`config.mk`:
```
export PLATFORM = sky130hd
export DESIGN_NAME = karatsuba_mul_8_seq
export DESIGN_NICKNAME = d
export VERILOG_FILES = /design/src/rtl/karatsuba_mul_8_seq.sv
export SDC_FILE = /design/constraint.sdc
export NUM_CORES = 1
export LEC_CHECK = 0
export ABC_CLOCK_PERIOD_IN_PS = 15600
export CORE_MARGIN = 4
export CORE_UTILIZATION = 61
export CTS_BUF_LIST = sky130_fd_sc_hd__clkbuf_8
export CTS_CLUSTER_SIZE = 28
export DETAILED_ROUTE_END_ITERATION = 8
export PLACE_DENSITY = 0.86
export SYNTH_ARGS = -nofsm -noshare
export SYNTH_HDL_FRONTEND = slang
export SYNTH_SLANG_ARGS = --single-unit
export TNS_END_PERCENT = 50
```
`constraint.sdc`:
```
create_clock -name clk -period 15.6 [get_ports clk]
set_clock_uncertainty 0.1 [all_clocks]
set_input_delay 4.68 -clock clk [delete_from_list [all_inputs] [get_ports clk]]
set_output_delay 4.68 -clock clk [all_outputs]
set_load 0.005 [all_outputs]
```
`src/rtl/karatsuba_mul_8_seq.sv`:
```
// -----------------------------------------------------------------------------
// karatsuba_mul_8_seq
//
// Sequential 8x8 unsigned multiplier. It reuses one combinational 4x4
// Karatsuba multiplier (karatsuba_mul_4) over four cycles, one nibble pair per
// cycle, and accumulates the shifted partial products into a 16-bit register.
//
// Ports
//   clk        rising-edge clock for all state
//   rst        asynchronous, active-high reset
//   in_valid   an operand pair is offered on a/b
//   in_ready   block can accept a pair (1 only in IDLE)
//   a, b       8-bit unsigned operands
//   out_valid  c holds a finished product (1 only in DONE)
//   out_ready  consumer takes c
//   c          16-bit unsigned product, driven straight from the accumulator
//   busy       FSM is not in IDLE (inverse of in_ready)
//
// Configuration
//   KMUL8_ZERO_SKIP_EN  when defined, a pair with a zero operand skips the four
//                       multiply steps and reports c = 0 one edge after accept.
// -----------------------------------------------------------------------------

module karatsuba_mul_4 (
  input  logic [3:0] x,
  input  logic [3:0] y,
  output logic [7:0] p
);
  // Split each nibble into 2-bit halves: x = xh*4 + xl.
  logic [1:0] xh, xl, yh, yl;
  logic [2:0] xs, ys;
  logic [3:0] z2, z0;
  logic [5:0] zm, z1;

  assign xh = x[3:2];
  assign xl = x[1:0];
  assign yh = y[3:2];
  assign yl = y[1:0];

  assign xs = {1'b0, xh} + {1'b0, xl};
  assign ys = {1'b0, yh} + {1'b0, yl};

  assign z2 = {2'b00, xh} * {2'b00, yh};
  assign z0 = {2'b00, xl} * {2'b00, yl};
  assign zm = {3'b000, xs} * {3'b000, ys};

  // Middle term xh*yl + xl*yh recovered from the single cross product.
  assign z1 = zm - {2'b00, z2} - {2'b00, z0};

  assign p = {z2, 4'b0000} + {z1, 2'b00} + {4'b0000, z0};
endmodule

module karatsuba_mul_8_seq (
  input  logic        clk,
  input  logic        rst,
  input  logic        in_valid,
  output logic        in_ready,
  input  logic [7:0]  a,
  input  logic [7:0]  b,
  output logic        out_valid,
  input  logic        out_ready,
  output logic [15:0] c,
  output logic        busy
);

  typedef enum logic [1:0] {
    IDLE = 2'd0,
    CALC = 2'd1,
    DONE = 2'd2
  } state_t;

  state_t      state;
  logic [7:0]  a_q, b_q;
  logic [15:0] acc;
  logic [1:0]  step;
`ifdef KMUL8_ZERO_SKIP_EN
  logic        zero_q;
`endif

  logic [3:0]  nib_x, nib_y;
  logic [7:0]  prod4;
  logic [15:0] partial;
  logic [15:0] acc_sum;

  // step[0] selects the high nibble of a, step[1] the high nibble of b, which
  // yields the k=0..3 operand order a_lo*b_lo, a_hi*b_lo, a_lo*b_hi, a_hi*b_hi.
  assign nib_x = step[0] ? a_q[7:4] : a_q[3:0];
  assign nib_y = step[1] ? b_q[7:4] : b_q[3:0];

  karatsuba_mul_4 u_mul4 (
    .x (nib_x),
    .y (nib_y),
    .p (prod4)
  );

  // NOTE: every signal written in always_comb gets a default first so no path
  // leaves it unassigned, which would otherwise infer a latch.
  always_comb begin
    partial = {8'h00, prod4};
    case (step)
      2'd0:    partial = {8'h00, prod4};
      2'd1,
      2'd2:    partial = {4'h0, prod4, 4'h0};
      default: partial = {prod4, 8'h00};
    endcase
  end

  // Carry-out is discarded; the true product never exceeds 0xFE01 anyway.
  assign acc_sum = acc + partial;

  assign c = acc;

  // NOTE: sequential state uses non-blocking assignments so every flop samples
  // the pre-edge values, independent of statement order in this block.
  always_ff @(posedge clk or posedge rst) begin
    if (rst) begin
      state     <= IDLE;
      a_q       <= 8'h00;
      b_q       <= 8'h00;
      acc       <= 16'h0000;
      step      <= 2'd0;
      in_ready  <= 1'b1;
      busy      <= 1'b0;
      out_valid <= 1'b0;
`ifdef KMUL8_ZERO_SKIP_EN
      zero_q    <= 1'b0;
`endif
    end else begin
      case (state)
        IDLE: begin
          if (in_valid && in_ready) begin
            a_q      <= a;
            b_q      <= b;
            acc      <= 16'h0000;
            step     <= 2'd0;
            state    <= CALC;
            in_ready <= 1'b0;
            busy     <= 1'b1;
`ifdef KMUL8_ZERO_SKIP_EN
            zero_q   <= (a == 8'h00) || (b == 8'h00);
`endif
          end
        end

        CALC: begin
`ifdef KMUL8_ZERO_SKIP_EN
          // Zero operand: skip all multiply steps; acc is already 0.
          if (zero_q) begin
            state     <= DONE;
            out_valid <= 1'b1;
          end else
`endif
          begin
            acc  <= acc_sum;
            step <= step + 2'd1;
            if (step == 2'd3) begin
              state     <= DONE;
              out_valid <= 1'b1;
            end
          end
        end

        DONE: begin
          if (out_ready) begin
            state     <= IDLE;
            out_valid <= 1'b0;
            in_ready  <= 1'b1;
            busy      <= 1'b0;
          end
        end

        default: begin
          state     <= IDLE;
          out_valid <= 1'b0;
          in_ready  <= 1'b1;
          busy      <= 1'b0;
        end
      endcase
    end
  end

endmodule

```
-- Word-level counts from Yosys, hierarchy flattened
Cells that the tools add are included.
- register bits after elaboration: 39
- input bits: 20
- logic and storage cells: 58
- add/sub/neg operators: 8
- multipliers: 3
- equal/unequal tests: 8
- multiplexer cells: 19
- bitwise logic cells: 2
- reduce and logical (&&, ||, !) cells: 10
- operator list (operator ; count):
    one-hot mux 16 bit (2 select lines) ; 2
    adder 16 bit ; 1
    2-to-1 mux 16 bit ; 1
    subtractor 6 x 4 -> 6 bit ; 2
    one-hot mux 1 bit (3 select lines) ; 3
    AND reduction 3 bit ; 3
    adder 8 x 4 -> 8 bit ; 1
    adder 8 bit ; 1
    multiplier 2 x 2 -> 4 bit ; 2
    2-to-1 mux 2 bit ; 4
    2-to-1 mux 4 bit ; 2
    adder 2 x 2 -> 3 bit ; 2
    == test 2 bit, second input constant ; 3
    multiplier 3 x 3 -> 6 bit ; 1
    inequality test 2 bit, second input constant ; 3
    one-hot mux 2 bit (3 select lines) ; 1
    2-to-1 mux 1 bit ; 5
    == test 2 x 1 -> 1 bit, second input constant ; 2
    logical NOT 2 bit ; 2
    one-hot mux 2 bit (2 select lines) ; 1
    AND reduction 2 bit ; 2
    adder 2 x 1 -> 2 bit, second input constant ; 1
    inverter 1 bit ; 2
    nonzero test 2 bit ; 1
    2 further kinds ; 2

-- Longest topological paths before layout
Gate-level depths: netlist (run 1).
- depth in word-level cells: 10
- depth in mapped cells: 30
- gate-level depth less buffers: 28

-- Hierarchy
Synthesis (run 1) repeated with hierarchy kept, for this count alone.
- cells, all modules: 332
- area total of the unflattened synthesis: 3238.1 um^2
- modules (own cells, without submodules) (module ; times used ; cells each ; area an instance (um^2) ; seq. area each (um^2)):
    karatsuba_mul_8_seq ; 1 ; 254 ; 2472.4 ; 977.2
    karatsuba_mul_4 ; 1 ; 78 ; 765.7 ; 0.0

-- Least setup slack after synthesis (run 1)
Ideal clock, no wire load.
- path type: reg-to-reg
- start point: reg step[1]
- end point: reg acc[15], in the netlist c[15]
- setup time: 0.069 ns
- data arrival time: 6.630 ns
- setup slack: 8.801 ns
- stages on the path, launching flop included: 28
- period minus slack after synthesis: 6.799 ns
- path through: dfrtp_1 > clkbuf_1 > mux2_2 > ha_1 > fa_1 > and2_1 > fa_1 > fa_1 > fa_1 > inv_1 > fa_1 > inv_1 > ha_1 > o21ai_0 > o21bai_1 > a21oi_1 > xnor2_1 > nand2_1 > o21ai_0 > ha_1 > buf_6 > a21oi_4 > o211ai_4 > a2111oi_4 > o22ai_1 > and3_4 > or4_1 > nand3_1
- cells in the longest elaborated chain, start to end: 10
- elaborated cells on any way between the ends: 16
- ends and longest elaborated chain (item ; RTL line ; text):
    start: declaration ; 75 ; logic [1:0] step;
    start signal: assignment ; 155 ; step <= step + 2'd1;
    2-to-1 mux 4 bit ; 88 ; assign nib_y = step[1] ? b_q[7:4] : b_q[3:0];
    adder 2 x 2 -> 3 bit ; 41 ; assign ys = {1'b0, yh} + {1'b0, yl};
    multiplier 3 x 3 -> 6 bit ; 45 ; assign zm = {3'b000, xs} * {3'b000, ys};
    subtractor 6 x 4 -> 6 bit (2 in a row) ; 48 ; assign z1 = zm - {2'b00, z2} - {2'b00, z0};
    adder 8 bit ; 50 ; assign p = {z2, 4'b0000} + {z1, 2'b00} + {4'b0000, z0};
    adder 8 x 4 -> 8 bit ; 50 ;
    one-hot mux 16 bit (2 select lines) * ; 100 ; case (step)
    adder 16 bit * ; 109 ; assign acc_sum = acc + partial;
    one-hot mux 16 bit (2 select lines) * ; 129 ; case (state)
    end signal: assignment ; 154 ; acc <= acc_sum;
    end: declaration ; 74 ; logic [15:0] acc;
Mark *: on every way between the ends. The rest lies on a longest branch, timed or not.
A chain may end at the register's enable or synchronous reset.

-- Worst setup path in the final report (run 1)
- start point: reg step[1]
- end point: reg acc[11], in the netlist c[11]
The elaborated chain is that of the path after synthesis.

==> metrics.log, run 1 <==
INFO  metric postCtsSetupRepairBufs = 0
INFO  metric grt_start_max_net_pins = 40
INFO  metric min_to = b_q[3]
INFO  metric via_count_of_the_first_global_routing_pass = 2959
INFO  metric worstPathRequired = 15720 ps
INFO  metric drc_errors = 0
INFO  metric die-area = around 0.0067 mm²
INFO  metric global_route.overflow_total = 0
INFO  metric hpwl = 5.86 mm
INFO  metric crit_type = flop to flop
INFO  metric detail-route-antenna-nets = 0
INFO  metric nets = 487
INFO  metric fp-row-count = 26
INFO  metric final_worst_path_period_need = 7270 ps
INFO  metric drive_above_1_share = between 4 and 5%
INFO  metric filler_cell_count = 417
INFO  metric start_util = 63.9%
INFO  metric timing.reg2reg.worst_path_depth = 24
INFO  metric grt_usage = 25.3%
INFO  metric fin_cells = 489
INFO  metric critical_path_arrival = about 7400 ps
INFO  metric core_area = 0.00520 mm²
INFO  metric top_level_ports = 39
INFO  metric whs_path_depth = 2
INFO  metric cp_cell_sequence = mux2i_1 -> inv_1 -> ha_1 -> fa_1 -> and2_1 -> fa_1 -> fa_1 -> fa_1 -> inv_1 -> fa_1 -> inv_1 -> ha_1 -> a21o_1 -> a21oi_1 -> xnor2_1 -> a22oi_1 -> nor2_1 -> ha_1 -> a211o_1 -> o2111ai_1 -> nand2_1 -> a2111oi_0 -> a31oi_1 -> a31oi_1
INFO  metric route.final.wire_length = 7.61 mm
INFO  metric setup_repair_after_global_routing_missed_its_margin = false
INFO  metric critPathSlowestCell = sky130_fd_sc_hd__fa_1
INFO  metric critPathMaxStageDelay = 580 ps
INFO  metric setup_tns = 0 ps
INFO  metric num_cts_buffers = 5
INFO  metric postSynthCellCount = 387
INFO  metric cp_num_buf_inv = 3
INFO  metric relSlewSlack = 36.5%
INFO  metric cts.sinks = 39
INFO  metric path_max_fanout = 6
INFO  metric netlist-cell-type-count = 49
INFO  metric worstSetupStartpointType = flop
INFO  metric timing.final.crit_share = between 40 and 50%
INFO  metric timing.reg2reg.setup_slack = 8330 ps
INFO  metric critical-path-top-cell-by-count = sky130_fd_sc_hd__fa_1
INFO  metric area.growth.synth_to_final = 15.1%
INFO  metric route.detailed.vias_per_inst = around 5.8
INFO  metric worst_hold_path_type = flop to flop
INFO  metric cpLargestDelayFamily = adder cells
INFO  metric antenna_violations_before_repair = 0
INFO  metric drtPass1Iterations = 4
INFO  metric syn_area = ~0.0033 mm²
INFO  metric synthArstFlopShare = 100%
INFO  metric synth_edf_count = 0
INFO  metric htree_levels = 2
INFO  metric dr.first_iter.drc_count = 167
INFO  metric die_h = 81.9 µm
INFO  metric timing.final.max_slew_violations = 0
INFO  metric via_count = 2818
INFO  metric clock_latency_late_sink = 290 ps
INFO  metric hold_slack = 382 ps
INFO  metric timing.critical_path.to_type = flop
INFO  metric port-buffer-count = 38
INFO  metric synthesis_warning_total = 0
INFO  metric ys_seq_elements = 39
INFO  metric synth.net_count = roughly 460
INFO  metric cap_viol_max_count = 0
INFO  metric finalSetupViolCount = 0
INFO  metric wl_per_cell = 15.6 µm
INFO  metric sequential_to_total_area_share_from_yosys_stat = 29.4%
INFO  metric final-hold-violation-count = 0
INFO  metric tightest_pin_transition = 950 ps
INFO  metric chipWidth = 81.9 µm
INFO  metric antenna_diode_count = 0
INFO  metric globalplace.congestion = 0.901
INFO  metric status = completed
INFO  metric clock_tree.buffer_depth = 2
INFO  metric cts_tree = done
INFO  metric grt_first_pass_wirelength = 13.3 mm
INFO  metric clock-root-buffer = sky130_fd_sc_hd__clkbuf_8
INFO  metric most_used_flip_flop_cell_after_synthesis = sky130_fd_sc_hd__dfrtp_1
INFO  metric clk_transition_reported_paths = roughly 80 ps
INFO  metric fmax = 138 MHz
INFO  metric dp_cells = 481
INFO  metric reg2reg_to = c[11]
INFO  metric r2r-start = step[1]
INFO  metric cts_hold_repair.buffers = 0
INFO  metric min-delay-start = b_q[3]
INFO  metric post_synth.cell_area_avg = 8.60 µm²
INFO  metric cts_resized = 0
[worst max-delay path by stage]
stage | from | depth (start not counted) | slack, ps | endpoint
after floorplan | step[1] | 27 | 8800 | c[15]
after global placement | step[1] | 24 | 8620 | c[13]
after detailed placement | step[1] | 26 | 8430 | c[15]
after CTS | step[1] | 24 | 8390 | c[11]
after global routing | step[1] | 26 | 7940 | c[15]
final | step[1] | 24 | 8330 | c[11]
[layout by cell type (no fill, tap or decap), drive strengths merged, types with 3 or more instances in the layout]
cell | Yosys | final
a21oi | 19 | 19
inv | 35 | 35
o21bai | 4 | 4
and2 | 10 | 10
nand2b | 4 | 4
nand3 | 14 | 14
xnor2 | 12 | 12
clkdlybuf4s50 | 0 | 38
ha | 37 | 37
and3 | 6 | 6
a21o | 8 | 8
o21ai | 26 | 26
nor2b | 5 | 5
mux2i | 7 | 7
clkbuf | 12 | 5
o211ai | 3 | 3
a31oi | 5 | 5
nand2 | 70 | 70
o22ai | 3 | 3
dfrtp | 38 | 38
nor2 | 19 | 19
a211oi | 3 | 3
xor2 | 6 | 6
fa | 12 | 12
[per-layer routing]
layer	vias up	GRT usage (%)	share of wire (%)
li1	1384	-	-
met1	1344	33.8	46
met2	82	42.9	49
met3	8	3.62	4.5
met4	0	6.64	0.87
met5	-	0	0
[cells by family (layout without fill, tap and decap cells)]
family | count (synthesis) | in the layout | synth area share, %
compound gates | 87 | 87 | 17.7
simple gates | 134 | 134 | 18.3
xor+xnor | 18 | 18 | 4.74
fa+ha+maj | 49 | 49 | 21.1
mux | 9 | 9 | 2.78
buf+inv | 51 | 83 | 6.01
flops | 39 | 39 | 29.4
[cells in the mapped netlist, types with 2 or more instances]
cell	number	area [µm²]
sky130_fd_sc_hd__nand2_1	70	263
sky130_fd_sc_hd__buf_1	2	7.51
sky130_fd_sc_hd__ha_1	37	463
sky130_fd_sc_hd__a22oi_1	2	15.0
sky130_fd_sc_hd__o211ai_1	2	15.0
sky130_fd_sc_hd__o21bai_1	4	30.0
sky130_fd_sc_hd__o21ai_0	26	130
sky130_fd_sc_hd__fa_1	12	240
sky130_fd_sc_hd__o22ai_1	3	18.8
sky130_fd_sc_hd__a31oi_1	5	31.3
sky130_fd_sc_hd__a211o_1	2	17.5
sky130_fd_sc_hd__nor2_1	19	71.3
sky130_fd_sc_hd__a22o_1	2	17.5
sky130_fd_sc_hd__and2_1	10	62.6
sky130_fd_sc_hd__dfrtp_1	38	951
sky130_fd_sc_hd__nor2b_1	5	31.3
sky130_fd_sc_hd__inv_1	35	131
sky130_fd_sc_hd__nand2b_1	4	25.0
sky130_fd_sc_hd__xnor2_1	12	105
sky130_fd_sc_hd__mux2i_1	7	70.1
sky130_fd_sc_hd__a21o_1	8	60.1
sky130_fd_sc_hd__nand4_1	2	12.5
sky130_fd_sc_hd__mux2_2	2	22.5
sky130_fd_sc_hd__a211oi_1	3	22.5
sky130_fd_sc_hd__xor2_1	6	52.6
sky130_fd_sc_hd__and3_1	4	25.0
sky130_fd_sc_hd__a21oi_1	18	90.1
sky130_fd_sc_hd__or2_2	2	12.5
sky130_fd_sc_hd__clkbuf_1	12	45.0
sky130_fd_sc_hd__nand3_1	14	70.1
[area by class of cell]
cell class	count	area, µm²	area share [%]
Multi-Input combinational cell	297	2150	56.1
Sequential cell	39	977	25.5
Timing Repair Buffer	40	395	10.3
Inverter	35	131	3.43
Tap cell	70	87.6	2.29
Clock buffer	5	68.8	1.80
Clock inverter	3	20.0	0.523
[metrics by stage]
| step | instance area (µm²) | utilization (%) | worst slack [ps] |
|---|---|---|---|
| floorplan | 3330 | - | 8800 |
| global placement | 3740 | 71.9 | 8620 |
| detailed placement | 3740 | 71.9 | 8430 |
| CTS | 3830 | 73.6 | 8390 |
| global route | 3830 | 73.6 | 7940 |
| finish | 3830 | 73.6 | 8330 |
[sequential cells by signal, summed over array words and instances, names as in the netlist]
register and flops:
a_q 8, b_q 8, busy 1, c 16, in_ready 1, out_valid 1, state 2, step 2
[worst reg2reg max path, stage by stage (launching register included)]
cell and delay, ps:
sky130_fd_sc_hd__dfrtp_1 500, sky130_fd_sc_hd__mux2i_1 380, sky130_fd_sc_hd__inv_1 90, sky130_fd_sc_hd__ha_1 220, sky130_fd_sc_hd__fa_1 400, sky130_fd_sc_hd__and2_1 170
sky130_fd_sc_hd__fa_1 460, sky130_fd_sc_hd__fa_1 510, sky130_fd_sc_hd__fa_1 580, sky130_fd_sc_hd__inv_1 70, sky130_fd_sc_hd__fa_1 540, sky130_fd_sc_hd__inv_1 40
sky130_fd_sc_hd__ha_1 330, sky130_fd_sc_hd__a21o_1 200, sky130_fd_sc_hd__a21oi_1 180, sky130_fd_sc_hd__xnor2_1 240, sky130_fd_sc_hd__a22oi_1 120, sky130_fd_sc_hd__nor2_1 150
sky130_fd_sc_hd__ha_1 320, sky130_fd_sc_hd__a211o_1 340, sky130_fd_sc_hd__o2111ai_1 310, sky130_fd_sc_hd__nand2_1 230, sky130_fd_sc_hd__a2111oi_0 470, sky130_fd_sc_hd__a31oi_1 80
sky130_fd_sc_hd__a31oi_1 170
Power of run 1 is left out: the tool's default activity adds up to more than one toggle a clock period on the data nets, which glitch-free logic cannot reach.
==> inputs of run 2 (changes only) <==
--- a/config.mk
+++ b/config.mk
@@ -5,13 +5,13 @@
 export SDC_FILE = /design/constraint.sdc
 export NUM_CORES = 1
 export LEC_CHECK = 0
-export ABC_CLOCK_PERIOD_IN_PS = 15600
+export ABC_CLOCK_PERIOD_IN_PS = 6100
 export CORE_MARGIN = 4
-export CORE_UTILIZATION = 61
+export CORE_UTILIZATION = 53
 export CTS_BUF_LIST = sky130_fd_sc_hd__clkbuf_8
 export CTS_CLUSTER_SIZE = 28
 export DETAILED_ROUTE_END_ITERATION = 8
-export PLACE_DENSITY = 0.86
+export PLACE_DENSITY = 0.79
 export SYNTH_ARGS = -nofsm -noshare
 export SYNTH_HDL_FRONTEND = slang
 export SYNTH_SLANG_ARGS = --single-unit
==> constraint.sdc (replaced) <==
create_clock -name clk -period 6.1 [get_ports clk]
set_clock_uncertainty 0.1 [all_clocks]
set_input_delay 1.83 -clock clk [delete_from_list [all_inputs] [get_ports clk]]
set_output_delay 1.83 -clock clk [all_outputs]
set_load 0.005 [all_outputs]
==> metrics.log, run 2 (synthesis results as in run 1) <==
INFO  metric final_worst_path_period_need = 6660 ps (-609 ps)
INFO  metric final_cell_mix = sky130_fd_sc_hd__nand2_1, sky130_fd_sc_hd__buf_4, sky130_fd_sc_hd__clkdlybuf4s50_1
INFO  metric tightest_pin_transition = 1020 ps (+70.6 ps)
INFO  metric post_dp_cell_area = 0.00417 mm² (+12%)
INFO  metric port-buffer-count = 38 (unchanged)
INFO  metric dr.first_iter.drc_count = 238 (+43%)
INFO  metric wl_per_cell = 17.9 µm (+15%)
INFO  metric chipWidth = 87.2 µm (+6.6%)
INFO  metric fp-row-count = 28 (+7.7%)
INFO  metric relSlewSlack = 32.0% (-4.6 points)
INFO  metric nets = 543 (+11%)
INFO  metric die_h = 87.2 µm (+6.6%)
INFO  metric worstSetupStartpointType = flop
INFO  metric drtPass1Iterations = 5 (+1)
INFO  metric start_util = 55.6% (-8.4 points)
INFO  metric top_level_ports = 39 (unchanged)
INFO  metric finalSetupViolCount = 8 (+8)
INFO  metric clk_transition_reported_paths = 90 ps (about the same)
INFO  metric globalplace.congestion = 0.912 (+1.3%)
INFO  metric fin_area = 0.00457 mm² (+19%)
INFO  metric worst_hold_path_type = flop to flop
INFO  metric cap_viol_max_count = 0 (unchanged)
INFO  metric critical_path_arrival = 6710 ps (-670 ps)
INFO  metric multi_input_comb_area = 0.00243 mm² (+13%)
INFO  metric grt_usage = 25.9% (+0.62 points)
INFO  metric path_max_fanout = 5 (-1)
INFO  metric clock-root-buffer = sky130_fd_sc_hd__clkbuf_8
INFO  metric violations = negative setup slack
INFO  metric critPathSlowestCell = sky130_fd_sc_hd__fa_1
INFO  metric cts_tree = done
INFO  metric critPathMaxStageDelay = 530 ps (-50 ps)
INFO  metric core_area = 0.00599 mm² (+15%)
INFO  metric antenna_violations_before_repair = 0 (unchanged)
INFO  metric timing.critical_path.to_type = flop
INFO  metric cts.sinks = 39 (unchanged)
INFO  metric num_cts_buffers = 5 (unchanged)
INFO  metric detail-route-antenna-nets = 0 (unchanged)
INFO  metric timing.final.max_slew_violations = 0 (unchanged)
INFO  metric seqCellArea = 980 µm² (+0.26%)
INFO  metric grt_start_max_net_pins = 40 (unchanged)
INFO  metric worstPathRequired = 6150 ps (-9570 ps)
INFO  metric global_route.overflow_total = 0 (unchanged)
INFO  metric clock_tree.buffer_depth = 2 (unchanged)
INFO  metric mostFrequentLayoutCell = sky130_fd_sc_hd__nand2_1
INFO  metric final_critical_path_setup_slack = -556 ps (-8890 ps)
INFO  metric crit_type = flop to flop
INFO  metric cts_hold_repair.buffers = 0 (unchanged)
INFO  metric critical-path-top-cell-by-count = sky130_fd_sc_hd__ha_1
INFO  metric largest_register_ffs = 16 (unchanged)
INFO  metric htree_levels = 2 (unchanged)
INFO  metric timing.final.crit_share = 109% (+63 points)
INFO  metric final-hold-violation-count = 0 (unchanged)
INFO  metric via_count = 3185 (+13%)
INFO  metric drc_errors = 0 (unchanged)
INFO  metric route.final.wire_length = 9.82 mm (+29%)
INFO  metric hpwl = 6.34 mm (+8.1%)
INFO  metric hold_slack = 384 ps (+2.42 ps)
INFO  metric status = finished, violations left
INFO  metric filler_cell_count = 380 (-8.9%)
INFO  metric clock_latency_late_sink = 310 ps (+20 ps)
INFO  metric drive_above_1_share = 25.3% (+20 points)
INFO  metric antenna_diode_count = 0 (unchanged)
INFO  metric route.detailed.vias_per_inst = 5.79 (+0.49%)
INFO  metric fmax = 150 MHz (+9.2%)
INFO  metric grt_first_pass_wirelength = 15.4 mm (+16%)
INFO  metric via_count_of_the_first_global_routing_pass = 3222 (+8.9%)
INFO  metric post-route-util = 76.3% (+2.6 points)
INFO  metric setup_repair_after_global_routing_missed_its_margin = true
INFO  metric die-area = 0.00761 mm² (+14%)
INFO  metric area.growth.synth_to_final = 37.3%
==> run 2: cell count changes in the layout (fill, tap and decap cells not counted), moves of 5 or more <==
cell / delta
sky130_fd_sc_hd__buf_4: +56
sky130_fd_sc_hd__a21oi_1: -5
sky130_fd_sc_hd__o21ai_0: -6
sky130_fd_sc_hd__ha_4: +7
sky130_fd_sc_hd__ha_1: -9
sky130_fd_sc_hd__a21oi_2: +5
==> run 2: critical path: cells and delay by family (launching register included) <==
kind / cells / cell delay [ps]
xor gates and xnor gates: 3 / 470
AOI/OAI and AO/OA: 10 / 1650
muxes: 1 / 290
DFF: 1 / 470
adders and majority gates: 8 / 2910
and+or+nand+nor: 2 / 280
buffers and inverters: 4 / 310
==> run 2: final timing paths <==
check	endpoint	slack [ps]	cells after the start	start
max	c[14]	-560	28	step[0]
min	b_q[7]	380	2	b_q[7]
max reg2reg	c[14]	-560	28	step[0]
min reg2reg	b_q[7]	380	2	b_q[7]
max in group asynchronous	step[0]	3670	3	rst
min in group asynchronous	b_q[1]	1850	3	rst
==> run 2: repair_timing <==
| item | in CTS | in global routing |
|---|---|---|
| endpoints found under the setup margin | 8 | 10 |
| pin swaps | 26 | 22 |
| cloned | 0 | 0 |
| buffers inserted | 6 | 2 |
| resized for setup | 20 | 19 |
==> run 2: layout make-up <==
type / count / share of cell area [%]
Timing Repair Buffer: 96 / 17.9
Clock buffer: 5 / 1.51
Inverter: 35 / 2.88
Tap cell: 75 / 2.05
Sequential cell: 39 / 21.4
Clock inverter: 3 / 1.01
Multi-Input combinational cell: 297 / 53.2
==> run 2: layer usage <==
metal | wire length [µm] | vias up | GRT usage (%)
li1 | - | 1490 | -
met1 | 4260 | 1522 | 34.3
met2 | 4700 | 133 | 42.5
met3 | 557 | 40 | 5.11
met4 | 308 | 0 | 8.51
met5 | 0 | - | 0
==> run 2: through the flow <==
step	std cells	setup TNS (ps)	setup slack, ps
6_report	550	-3160	-556
2_1_floorplan	387	-232	-160
4_1_cts	548	-1850	-336
5_1_grt	550	-5060	-769
3_3_place_gp	534	-1890	-391
3_5_place_dp	534	-2750	-469
Power of run 2 is left out for the same reason.
